===== src/rtl/rca_seq_ctrl.sv =====
// Multi-precision adder controller: two round-robin requesters share one SLICE-bit
// ripple-carry slice that walks a WIDTH-bit add LSB slice first, one slice per cycle.
module rca_seq_ctrl #(
  parameter int unsigned WIDTH = 16,
  parameter int unsigned SLICE = 4
) (
  input  logic             clk,
  input  logic             rst,
  input  logic             req0_valid,
  output logic             req0_ready,
  input  logic [WIDTH-1:0] req0_a,
  input  logic [WIDTH-1:0] req0_b,
  input  logic             req0_cin,
  input  logic             req1_valid,
  output logic             req1_ready,
  input  logic [WIDTH-1:0] req1_a,
  input  logic [WIDTH-1:0] req1_b,
  input  logic             req1_cin,
  output logic             res_valid,
  input  logic             res_ready,
  output logic [WIDTH-1:0] res_sum,
  output logic             res_cout,
  output logic             res_id
);

  localparam int unsigned NSL = WIDTH / SLICE;
  localparam int unsigned IW  = (NSL > 1) ? $clog2(NSL) : 1;

  typedef enum logic [1:0] {IDLE, RUN, DONE} state_t;

  state_t             state, state_d;
  logic [WIDTH-1:0]   a_reg, b_reg, sum_reg;
  logic               carry_reg;
  logic [IW-1:0]      idx;
  logic               last_grant;

  logic               grant_c;
  logic               accept_c;
  logic               last_slice_c;
  logic [SLICE-1:0]   a_sl, b_sl, slice_sum;
  logic               slice_cout;

  // The only adder in the block: one SLICE-bit ripple slice fed from the current index.
  always_comb begin
    a_sl = a_reg[idx*SLICE +: SLICE];
    b_sl = b_reg[idx*SLICE +: SLICE];
    {slice_cout, slice_sum} = (SLICE+1)'(a_sl) + (SLICE+1)'(b_sl) + (SLICE+1)'(carry_reg);
  end

  // Next-state, round-robin grant and accept handshake.
  always_comb begin
    state_d      = state;
    grant_c      = 1'b0;
    req0_ready   = 1'b0;
    req1_ready   = 1'b0;
    accept_c     = 1'b0;
    last_slice_c = (idx == IW'(NSL - 1));
    case (state)
      IDLE: begin
        grant_c    = (req0_valid && req1_valid) ? ~last_grant : req1_valid;
        req0_ready = req0_valid && !grant_c;
        req1_ready = req1_valid && grant_c;
        accept_c   = req0_ready || req1_ready;
        if (accept_c) state_d = RUN;
      end
      RUN:     if (last_slice_c) state_d = DONE;
      DONE:    if (res_ready) state_d = IDLE;
      default: state_d = IDLE;
    endcase
  end

  always_ff @(posedge clk or posedge rst) begin
    if (rst) state <= IDLE;
    else     state <= state_d;
  end

  // Operand capture, per-slice sum/carry update and result hold.
  always_ff @(posedge clk or posedge rst) begin
    if (rst) begin
      a_reg      <= '0;
      b_reg      <= '0;
      sum_reg    <= '0;
      carry_reg  <= 1'b0;
      idx        <= '0;
      last_grant <= 1'b1;
      res_valid  <= 1'b0;
      res_cout   <= 1'b0;
      res_id     <= 1'b0;
    end else begin
      case (state)
        IDLE: begin
          if (accept_c) begin
            a_reg      <= grant_c ? req1_a : req0_a;
            b_reg      <= grant_c ? req1_b : req0_b;
            carry_reg  <= grant_c ? req1_cin : req0_cin;
            res_id     <= grant_c;
            last_grant <= grant_c;
            idx        <= '0;
          end
        end
        RUN: begin
          sum_reg[idx*SLICE +: SLICE] <= slice_sum;
          carry_reg <= slice_cout;
          idx       <= idx + 1'b1;
          if (last_slice_c) begin
            res_cout  <= slice_cout;
            res_valid <= 1'b1;
          end
        end
        DONE: begin
          if (res_ready) res_valid <= 1'b0;
        end
        default: ;
      endcase
    end
  end

  assign res_sum = sum_reg;

endmodule


===== config.mk =====
export PLATFORM = sky130hd
export DESIGN_NAME = rca_seq_ctrl
export DESIGN_NICKNAME = d
export VERILOG_FILES = /design/src/rtl/rca_seq_ctrl.sv
export SDC_FILE = /design/constraint.sdc
export NUM_CORES = 1
export LEC_CHECK = 0
export BUFFER_PORTS_ARGS = -buffer_cell sky130_fd_sc_hd__buf_4
export CAP_MARGIN = 10
export CORE_ASPECT_RATIO = 1.5
export CORE_MARGIN = 3
export CORE_UTILIZATION = 50
export DETAILED_ROUTE_END_ITERATION = 6
export GPL_ROUTABILITY_DRIVEN = 0
export PLACE_DENSITY = 0.79
export SLEW_MARGIN = 10
export SYNTH_ARGS = -nofsm -noshare
export SYNTH_HDL_FRONTEND = slang
export SYNTH_SLANG_ARGS = --single-unit

===== constraint.sdc =====
create_clock -name clk -period 3.5 [get_ports clk]
set_input_delay 0.7 -clock clk [delete_from_list [all_inputs] [get_ports clk]]
set_output_delay 0.7 -clock clk [all_outputs]
set_load 0.01 [all_outputs]

==> results.yml, run 1 <==
critical_path:
  cpMostUsedCell: "fa_1"
  cp.arrival_ns: 2.82
  path_cells: "mux4_2, fa_1, inv_1, fa_1, nor2b_1, o21ai_0, a32oi_1, a32o_1"
  cp_slowest_stage_delay_ns: 0.65
  worstPathMaxFanout: 13
  r2r_slack_ns: 0.91
  endpoint_kind: "register"
  reg2regPathDepth: 8
  reg2reg_from: "idx[1]"
  cp_top_family: "compound AO/OA/AOI/OAI gates"
  timing.rr.end: "carry_reg"
  critPathRequiredTime_ns: 3.72
  crit_buf_inv: 1
  cp-start-kind: "register"
  crit_slowest_cell: "dfrtp_1"
  path_class: "reg2reg"
global_routing:
  overflow: 0
  groute.usage.overall: 0.2193
  grt_pass1_vias: 2433
  grt_pass1_wl_mm: 10.94
  antenna_found_initial: 0
  grt_max_degree: 58
synth:
  yosysWarnings: 0
  synth_top_area_frac: 0.4993
  seq_area_frac_synth: 0.5087
  synth_area_um2: 2806
  post_synth.cell_area_avg_um2: 10.63
  synth_top_cell_by_area: "dfrtp_1"
  yosys.cell_types.count: 31
  syn_nets: 346
  ys_seq_elements: 57
  synth_top_cells_by_area: "dfrtp_1 50%, o22ai_1 6.7%, mux4_2 6.4%"
  synthCells: 264
min_path:
  hold_depth: 1
  hold_path_class: "reg2reg"
  hold_end: "res_id"
  hp-start: "res_id"
placed_design:
  dp_hpwl_mm: 4.969
  portBuffers: 91
finish:
  fin_nets: 435
  fin_util: 0.6970
  n_antenna_cell: 0
  syn2layout_area_growth_pct: 31.25
  drive_gt1_frac: 0.3408
timing:
  hold_viol_final: 0
  maxSlewHeadroom: 0.3554
  setup_violations: 0
  period_share: 0.7409
  period_needed_ns: 2.593
  tightest_slew_ns: 0.9632
  finalSetupTns_ns: 0
  slew_violations: 0
  rsz0062_at_grt: "no"
  clock.fmax_mhz: 385.6
  clock-skew-final_ns: 0.004917
drt:
  drtIter0Drc: 76
  avgViaCountPerCell: 5.541
  drt_pass1_iterations: 4
  antenna_left: 0
  wire_per_inst_um: 15.27
  drc: 0
  dr_total_vias: 2344
  routed_wl_mm: 6.459
power_and_ir_drop:
  total_power_mw: 3.329
  peakVddDrop_mv: 0.4592
  p_leak_nw: 1.789
  p_per_area_nw_per_um2: 903.7
floorplan:
  io_pins: 92
  fp-row-count: 32
  initial_core_util: 0.5310
  core_um2: 5285
  die_area_um2: 6566
  die_w_um: 67.17
  dieHeight_um: 97.76
clock_tree:
  path_clk_slew_ns: 0.06
  cts_setup_buffers: 0
  worstSkewPairLatency_ns: 0.33
  cts_buffer_depth: 2
  cts_resized: 0
  cts_root_buf: "clkbuf_8"
  cts.sinks: 57
  cts_inserted_buffers: 9
  cts_tree: "yes"
  htreeDepth: 3
  cts_hold_buffers: 0
status:
  outcome: "complete, no violations"
run:
  cap_viol_max_count: 0
[per-stage QoR]
stage | hold WS (ns) | instances | area [µm²] | setup WS, ns
CTS | 0.4798 | 423 | 3682 | 0.9442
global route | 0.4969 | 423 | 3684 | 0.7512
finish | 0.4745 | 423 | 3684 | 0.9069
global placement | 0.4636 | 410 | 3532 | 1.045
floorplan | 0.4503 | 264 | 2806 | 0.7192
detailed placement | 0.4671 | 410 | 3532 | 0.9614
[layout make-up]
class	instances	area (µm²)
clock buffer	12	145.1
fill	427	1602
sequential	57	1428
clock inverter	1	5.005
tap	68	85.08
inverter	12	46.29
timing repair buffer	97	728.2
multi-input combinational	176	1246
[report_power, final]
part	internal (mW)	switching [mW]
registers	0.948	0.212
logic	0.754	0.923
clock network	0.263	0.228
[how the worst max path moves through the flow]
stage	start	end	slack, ns	cells after the start
floorplan	idx[0]	carry_reg	0.72	10
global placement	idx[1]	carry_reg	1.04	8
detailed placement	idx[1]	carry_reg	0.96	8
CTS	idx[1]	carry_reg	0.94	8
global route	idx[1]	carry_reg	0.75	8
finish	idx[1]	carry_reg	0.91	8
[cells by family after synthesis]
group	after synthesis	synth area share
compound gates	97	0.2180
flops	57	0.5087
simple gates	56	0.09006
buf+inv	31	0.05127
fa+ha+maj	11	0.05439
mux	10	0.07133
xor+xnor	2	0.006243
[layout by cell type, fill, tap and decap left out, drive strengths merged]
| cell | netlist | final |
|---|---|---|
| nor2 | 4 | 4 |
| mux2i | 2 | 2 |
| a41oi | 1 | 1 |
| a22o | 16 | 16 |
| nor2b | 2 | 2 |
| nor3b | 1 | 1 |
| xnor2 | 2 | 2 |
| ha | 9 | 9 |
| fa | 2 | 2 |
| nand2 | 41 | 41 |
| dfrtp | 56 | 56 |
| o221ai | 1 | 1 |
| o21ai | 40 | 40 |
| nor3 | 1 | 1 |
| nand3 | 2 | 2 |
| a21bo | 1 | 1 |
| clkbuf | 12 | 12 |
| clkinv | 0 | 2 |
| dfstp | 1 | 1 |
| mux4 | 8 | 8 |
| a21oi | 3 | 3 |
| a32oi | 1 | 1 |
| and3 | 3 | 3 |
| o22ai | 30 | 30 |
| nor4 | 1 | 1 |
| buf | 7 | 97 |
| inv | 12 | 11 |
| a32o | 1 | 1 |
| a21o | 3 | 3 |
| nand2b | 1 | 1 |
[worst register-to-register path: cells and delay by family (launching register included)]
kind / cells / cell delay (ns)
AOI/OAI and AO/OA: 3 / 0.66
DFF: 1 / 0.65
adders and majority gates: 2 / 0.63
muxes: 1 / 0.41
buffers and inverters: 1 / 0.08
and+or+nand+nor: 1 / 0.05
[routing by layer]
metal	global-route usage	wire, µm	vias up
met4	0.1203	206	0
met1	0.2498	2411	1111
met5	0	0	-
met3	0.04603	283	17
met2	0.3712	3557	73
li1	-	-	1143
[synth_stat cells]
| cell | instances |
|---|---|
| clkbuf_1 | 12 |
| o21ai_0 | 5 |
| o221ai_1 | 1 |
| fa_1 | 2 |
| dfrtp_1 | 56 |
| nor3b_1 | 1 |
| nand2_1 | 41 |
| mux4_2 | 8 |
| ha_1 | 9 |
| nor2_1 | 4 |
| a21o_1 | 3 |
| nand2b_1 | 1 |
| xnor2_1 | 2 |
| buf_2 | 4 |
| o22ai_1 | 30 |
| dfstp_2 | 1 |
| a22o_1 | 16 |
| mux2i_1 | 2 |
| a21oi_1 | 3 |
| nor2b_1 | 2 |
| o21ai_1 | 35 |
| nor3_4 | 1 |
| inv_1 | 12 |
| a32o_1 | 1 |
| a41oi_1 | 1 |
| and3_1 | 3 |
| nand3_1 | 2 |
| nor4_2 | 1 |
| a21bo_1 | 1 |
| a32oi_1 | 1 |
| buf_6 | 3 |
No activity file was read; power rests on OpenSTA's default activity.
==> run 2, diff against run 1 <==
==> constraint.sdc (replaced) <==
create_clock -name clk -period 2.5 [get_ports clk]
set_input_delay 0.5 -clock clk [delete_from_list [all_inputs] [get_ports clk]]
set_output_delay 0.5 -clock clk [all_outputs]
set_load 0.01 [all_outputs]
==> run 2 against run 1 <==
Worst setup slack worse by 0.78 ns; global-route usage shrank 0.54 points; first-iteration DRC count up 61%; design area rose by 1.1%; hold slack got worse by 0.11 ns; count of clock-buffer cells in the layout rose by 2; utilization grew 0.73 points; clock skew about the same; critical path depth decreased by 1; wire length grew 0.51%; fmax increased by 9.2%.
==> results.yml, run 2 (synthesized netlist as in run 1, its figures left out) <==
clock_tree:
  cts_setup_buffers: 0
  cts_resized: 0
  cts_inserted_buffers: 9
  cts_buffer_depth: 2
  cts.sinks: 57
  htreeDepth: 3
  cts_hold_buffers: 0
  cts_tree: "yes"
  path_clk_slew_ns: 0.06
  cts_root_buf: "clkbuf_8"
  worstSkewPairLatency_ns: 0.33
min_path:
  hold_path_class: "in2async"
finish:
  fillers: 422
  drive_gt1_frac: 0.3436
  ff_latch_area_um2: 1428
  multiInputGateArea_um2: 1246
  final_cell_mix: "98 x buf_4, 56 x dfrtp_1, 41 x nand2_1"
  n_antenna_cell: 0
  syn2layout_area_growth_pct: 32.63
  fin_nets: 437
  final_common_cell: "buf_4"
timing:
  hold_viol_final: 0
  clock-skew-final_ns: 0.004745
  clock.fmax_mhz: 420.9
  tightest_slew_ns: 0.6805
  rsz0062_at_grt: "no"
  slew_violations: 0
  finalSetupTns_ns: 0
  period_needed_ns: 2.376
  period_share: 0.9502
  setup_violations: 0
  maxSlewHeadroom: 0.5463
placed_design:
  portBuffers: 91
  dp_hpwl_mm: 4.947
power_and_ir_drop:
  p_per_area_nw_per_um2: 1276
  total_power_mw: 4.749
  peakVddDrop_mv: 0.6536
  p_leak_nw: 1.810
critical_path:
  critPathRequiredTime_ns: 2.77
  cp.arrival_ns: 2.65
  endpoint_kind: "register"
  worstPathMaxFanout: 9
  path_class: "reg2reg"
  cp-start-kind: "register"
drt:
  dr_total_vias: 2358
  avgViaCountPerCell: 5.535
  antenna_left: 0
  drt_pass1_iterations: 4
  wire_per_inst_um: 15.24
  drtIter0Drc: 122
  drc: 0
  routed_wl_mm: 6.492
global_routing:
  overflow: 0
  groute.usage.overall: 0.2139
  grt_max_degree: 72
  antenna_found_initial: 0
  grt_pass1_wl_mm: 10.65
  grt_pass1_vias: 2391
floorplan:
  core_um2: 5285
  io_pins: 92
  dieHeight_um: 97.76
  die_w_um: 67.17
  initial_core_util: 0.5310
  fp-row-count: 32
  die_area_um2: 6566
run:
  cap_viol_max_count: 0
status:
  outcome: "complete, no violations"
==> run 2: changes by cell type in the layout (fill, tap and decap cells not counted) <==
| cell | delta |
|---|---|
| buf_12 | +1 |
| clkinv_2 | -2 |
| inv_2 | +1 |
| buf_4 | +1 |
| o21ai_0 | -1 |
| clkbuf_1 | +1 |
| clkbuf_8 | +1 |
| o21ai_1 | +1 |
==> run 2: final cells by class <==
type | instances | area share
flip-flops and latches | 57 | 0.3835
clock buffers | 14 | 0.04370
multi-input cells | 176 | 0.3348
inverters | 12 | 0.01210
repair buffers | 99 | 0.2030
well taps | 68 | 0.02286
==> run 2: routing by layer <==
metal  share of wire  track usage
met4           0.024      0.09531
met2            0.54       0.3674
met3           0.053      0.05524
met1            0.38       0.2423
met5               0            0
==> run 2: report_power, final <==
group | internal (mW) | leakage [nW] | switching (mW)
clock | 0.403 | 0.0826 | 0.317
sequential | 1.33 | 0.724 | 0.278
combinational | 1.10 | 1.00 | 1.33
==> run 2: worst max-delay path, cell delays in order (launching register included) <==
cell     delay [ns]
dfrtp_1        0.42
buf_4          0.21
mux4_2         0.53
ha_1           0.30
a21o_1         0.18
a21oi_1        0.17
xnor2_1        0.27
a22o_1         0.22
==> run 2: final timing paths <==
path / to / startpoint / depth (start not counted) / slack, ns
setup / recovery: res_sum[15] / idx[0] / 7 / 0.12
hold / removal: a_reg[2] / rst / 3 / 0.36
setup reg to reg: res_sum[15] / idx[0] / 7 / 0.12
hold reg to reg: res_id / res_id / 1 / 0.48
max in group asynchronous: a_reg[4] / rst / 3 / 1.69
min in group clk: b_reg[10] / req0_b[10] / 3 / 0.43
==> run 2: stage by stage <==
stage / instance area [µm²] / hold WS (ns) / utilization / setup WS (ns) / std cells
6_report: 3722 / 0.3626 / 0.7043 / 0.1244 / 426
5_1_grt: 3722 / 0.4306 / 0.7043 / 0.01372 / 426
4_1_cts: 3722 / 0.3777 / 0.7043 / 0.1377 / 426
3_5_place_dp: 3560 / 0.4678 / 0.6735 / 0.1431 / 412
3_3_place_gp: 3560 / 0.4641 / 0.6735 / 0.1840 / 412
2_1_floorplan: 2823 / 0.4503 / - / 0.007282 / 264
==> run 3, diff against run 2 <==
--- a/config.mk
+++ b/config.mk
@@ -9,11 +9,12 @@
 export CAP_MARGIN = 10
 export CORE_ASPECT_RATIO = 1.5
 export CORE_MARGIN = 3
-export CORE_UTILIZATION = 50
+export CORE_UTILIZATION = 54
 export DETAILED_ROUTE_END_ITERATION = 6
 export GPL_ROUTABILITY_DRIVEN = 0
-export PLACE_DENSITY = 0.79
+export PLACE_DENSITY = 0.84
 export SLEW_MARGIN = 10
 export SYNTH_ARGS = -nofsm -noshare
 export SYNTH_HDL_FRONTEND = slang
 export SYNTH_SLANG_ARGS = --single-unit
+export TNS_END_PERCENT = 50
==> constraint.sdc (replaced) <==
create_clock -name clk -period 2.9 [get_ports clk]
set_input_delay 0.58 -clock clk [delete_from_list [all_inputs] [get_ports clk]]
set_output_delay 0.58 -clock clk [all_outputs]
set_load 0.01 [all_outputs]
==> run 3 against run 2 <==
Design area increased by 1.8%; largest cell class unchanged; cell count shrank 0.23%; sequential cell count unchanged; global-route usage rose by 2.3 points; fmax fell by 8.0%; count of clock-buffer cells in the layout is 3 lower; non-clock buffer count is 1 lower; via count decreased by 0.81%; critical endpoint is now carry_reg.
==> results.yml, run 3 (synthesized netlist as in run 1, its figures left out) <==
critical_path:
  path_class: "reg2reg"
  crit_slowest_cell: "mux4_2"
  cpMostUsedCell: "fa_1"
  critPathRequiredTime_ns: 3.13
  cp_top_family: "adder cells"
  crit_buf_inv: 1
  endpoint_kind: "register"
  path_cells: "mux4_2, fa_1, inv_1, fa_1, nor2b_1, o21ai_0, a32oi_1, a32o_1"
  cp_slowest_stage_delay_ns: 0.58
  cp.arrival_ns: 2.82
  r2r_slack_ns: 0.32
  worstPathMaxFanout: 6
  cp-start-kind: "register"
timing:
  setup_violations: 0
  clock-skew-final_ns: 0.007190
  slew_violations: 0
  finalSetupTns_ns: 0
  hold_viol_final: 0
  clock.fmax_mhz: 387.4
  maxSlewHeadroom: 0.5689
  period_share: 0.8901
  holdWs_ns: 0.2647
  rsz0062_at_grt: "no"
  tightest_slew_ns: 0.6442
  period_needed_ns: 2.581
finish:
  n_antenna_cell: 0
  drive_gt1_frac: 0.3538
  final_cell_mix: "96 x buf_4, 56 x dfrtp_1, 41 x nand2_1"
  final_common_cell: "buf_4"
  fin_nets: 436
  syn2layout_area_growth_pct: 35.09
  fillers: 332
drt:
  drt_pass1_iterations: 4
  drtIter0Drc: 130
  avgViaCountPerCell: 5.504
  antenna_left: 0
  drc: 0
  wire_per_inst_um: 15.31
  dr_total_vias: 2339
  routed_wl_mm: 6.508
clock_tree:
  cts_tree: "yes"
  cts.sinks: 57
  path_clk_slew_ns: 0.07
  worstSkewPairLatency_ns: 0.35
  cts_buffer_depth: 2
  htreeDepth: 3
  cts_inserted_buffers: 9
  cts_resized: 0
  cts_setup_buffers: 0
  cts_root_buf: "clkbuf_8"
  cts_hold_buffers: 0
min_path:
  hold_path_class: "in2async"
floorplan:
  io_pins: 92
  fp-row-count: 31
  die_area_um2: 6116
  dieHeight_um: 94.30
  die_w_um: 64.86
  core_um2: 4926
  initial_core_util: 0.5697
power_and_ir_drop:
  total_power_mw: 4.314
  p_leak_nw: 1.842
  p_per_area_nw_per_um2: 1138
  peakVddDrop_mv: 0.6354
global_routing:
  overflow: 0
  grt_pass1_vias: 2460
  grt_max_degree: 58
  antenna_found_initial: 0
  grt_pass1_wl_mm: 10.78
  groute.usage.overall: 0.2370
placed_design:
  portBuffers: 91
  dp_hpwl_mm: 4.825
run:
  cap_viol_max_count: 0
status:
  outcome: "complete, no violations"
-- run 3: final cells by class --
class / instances / area, µm² / area share
clock inverters: 5 / 77.57 / 0.02046
clock buffers: 11 / 151.4 / 0.03993
repair buffers: 98 / 760.7 / 0.2007
multi-input cells: 176 / 1246 / 0.3287
well taps: 66 / 82.58 / 0.02178
flip-flops and latches: 57 / 1428 / 0.3766
inverters: 12 / 45.04 / 0.01188
-- run 3: layer usage --
layer / routed length [µm] / track usage / vias up
met4: 231 / 0.1675 / 0
met3: 297 / 0.04790 / 17
li1: - / - / 1143
met2: 3513 / 0.4125 / 71
met5: 0 / 0 / -
met1: 2466 / 0.2500 / 1108
-- run 3: per-stage QoR --
stage	instance area [µm²]	setup WS [ns]	std cells	utilization
global route	3791	0.1414	425	0.7696
CTS	3791	0.2933	425	0.7696
floorplan	2806	0.1192	264	-
global placement	3562	0.4215	409	0.7231
detailed placement	3562	0.3280	409	0.7231
finish	3791	0.3186	425	0.7696
-- run 3: path summary, 6_finish.rpt --
kind	start	endpoint	cells after the start
setup reg to reg	idx[0]	carry_reg	8
max in group asynchronous	rst	last_grant	3
min in group clk	b_reg[10]	b_reg[10]	2
setup / recovery	idx[0]	carry_reg	8
hold reg to reg	b_reg[10]	b_reg[10]	2
hold / removal	rst	res_sum[0]	3
-- run 3: report_power, final --
group,total (mW),internal [mW],switching [mW]
logic,2.08,0.932,1.15
registers,1.39,1.14,0.246
clock network,0.844,0.527,0.317
-- run 3: worst min-delay path, stage by stage --
cell and delay (ns):
buf_4 0.11, inv_2 0.05, buf_12 0.25
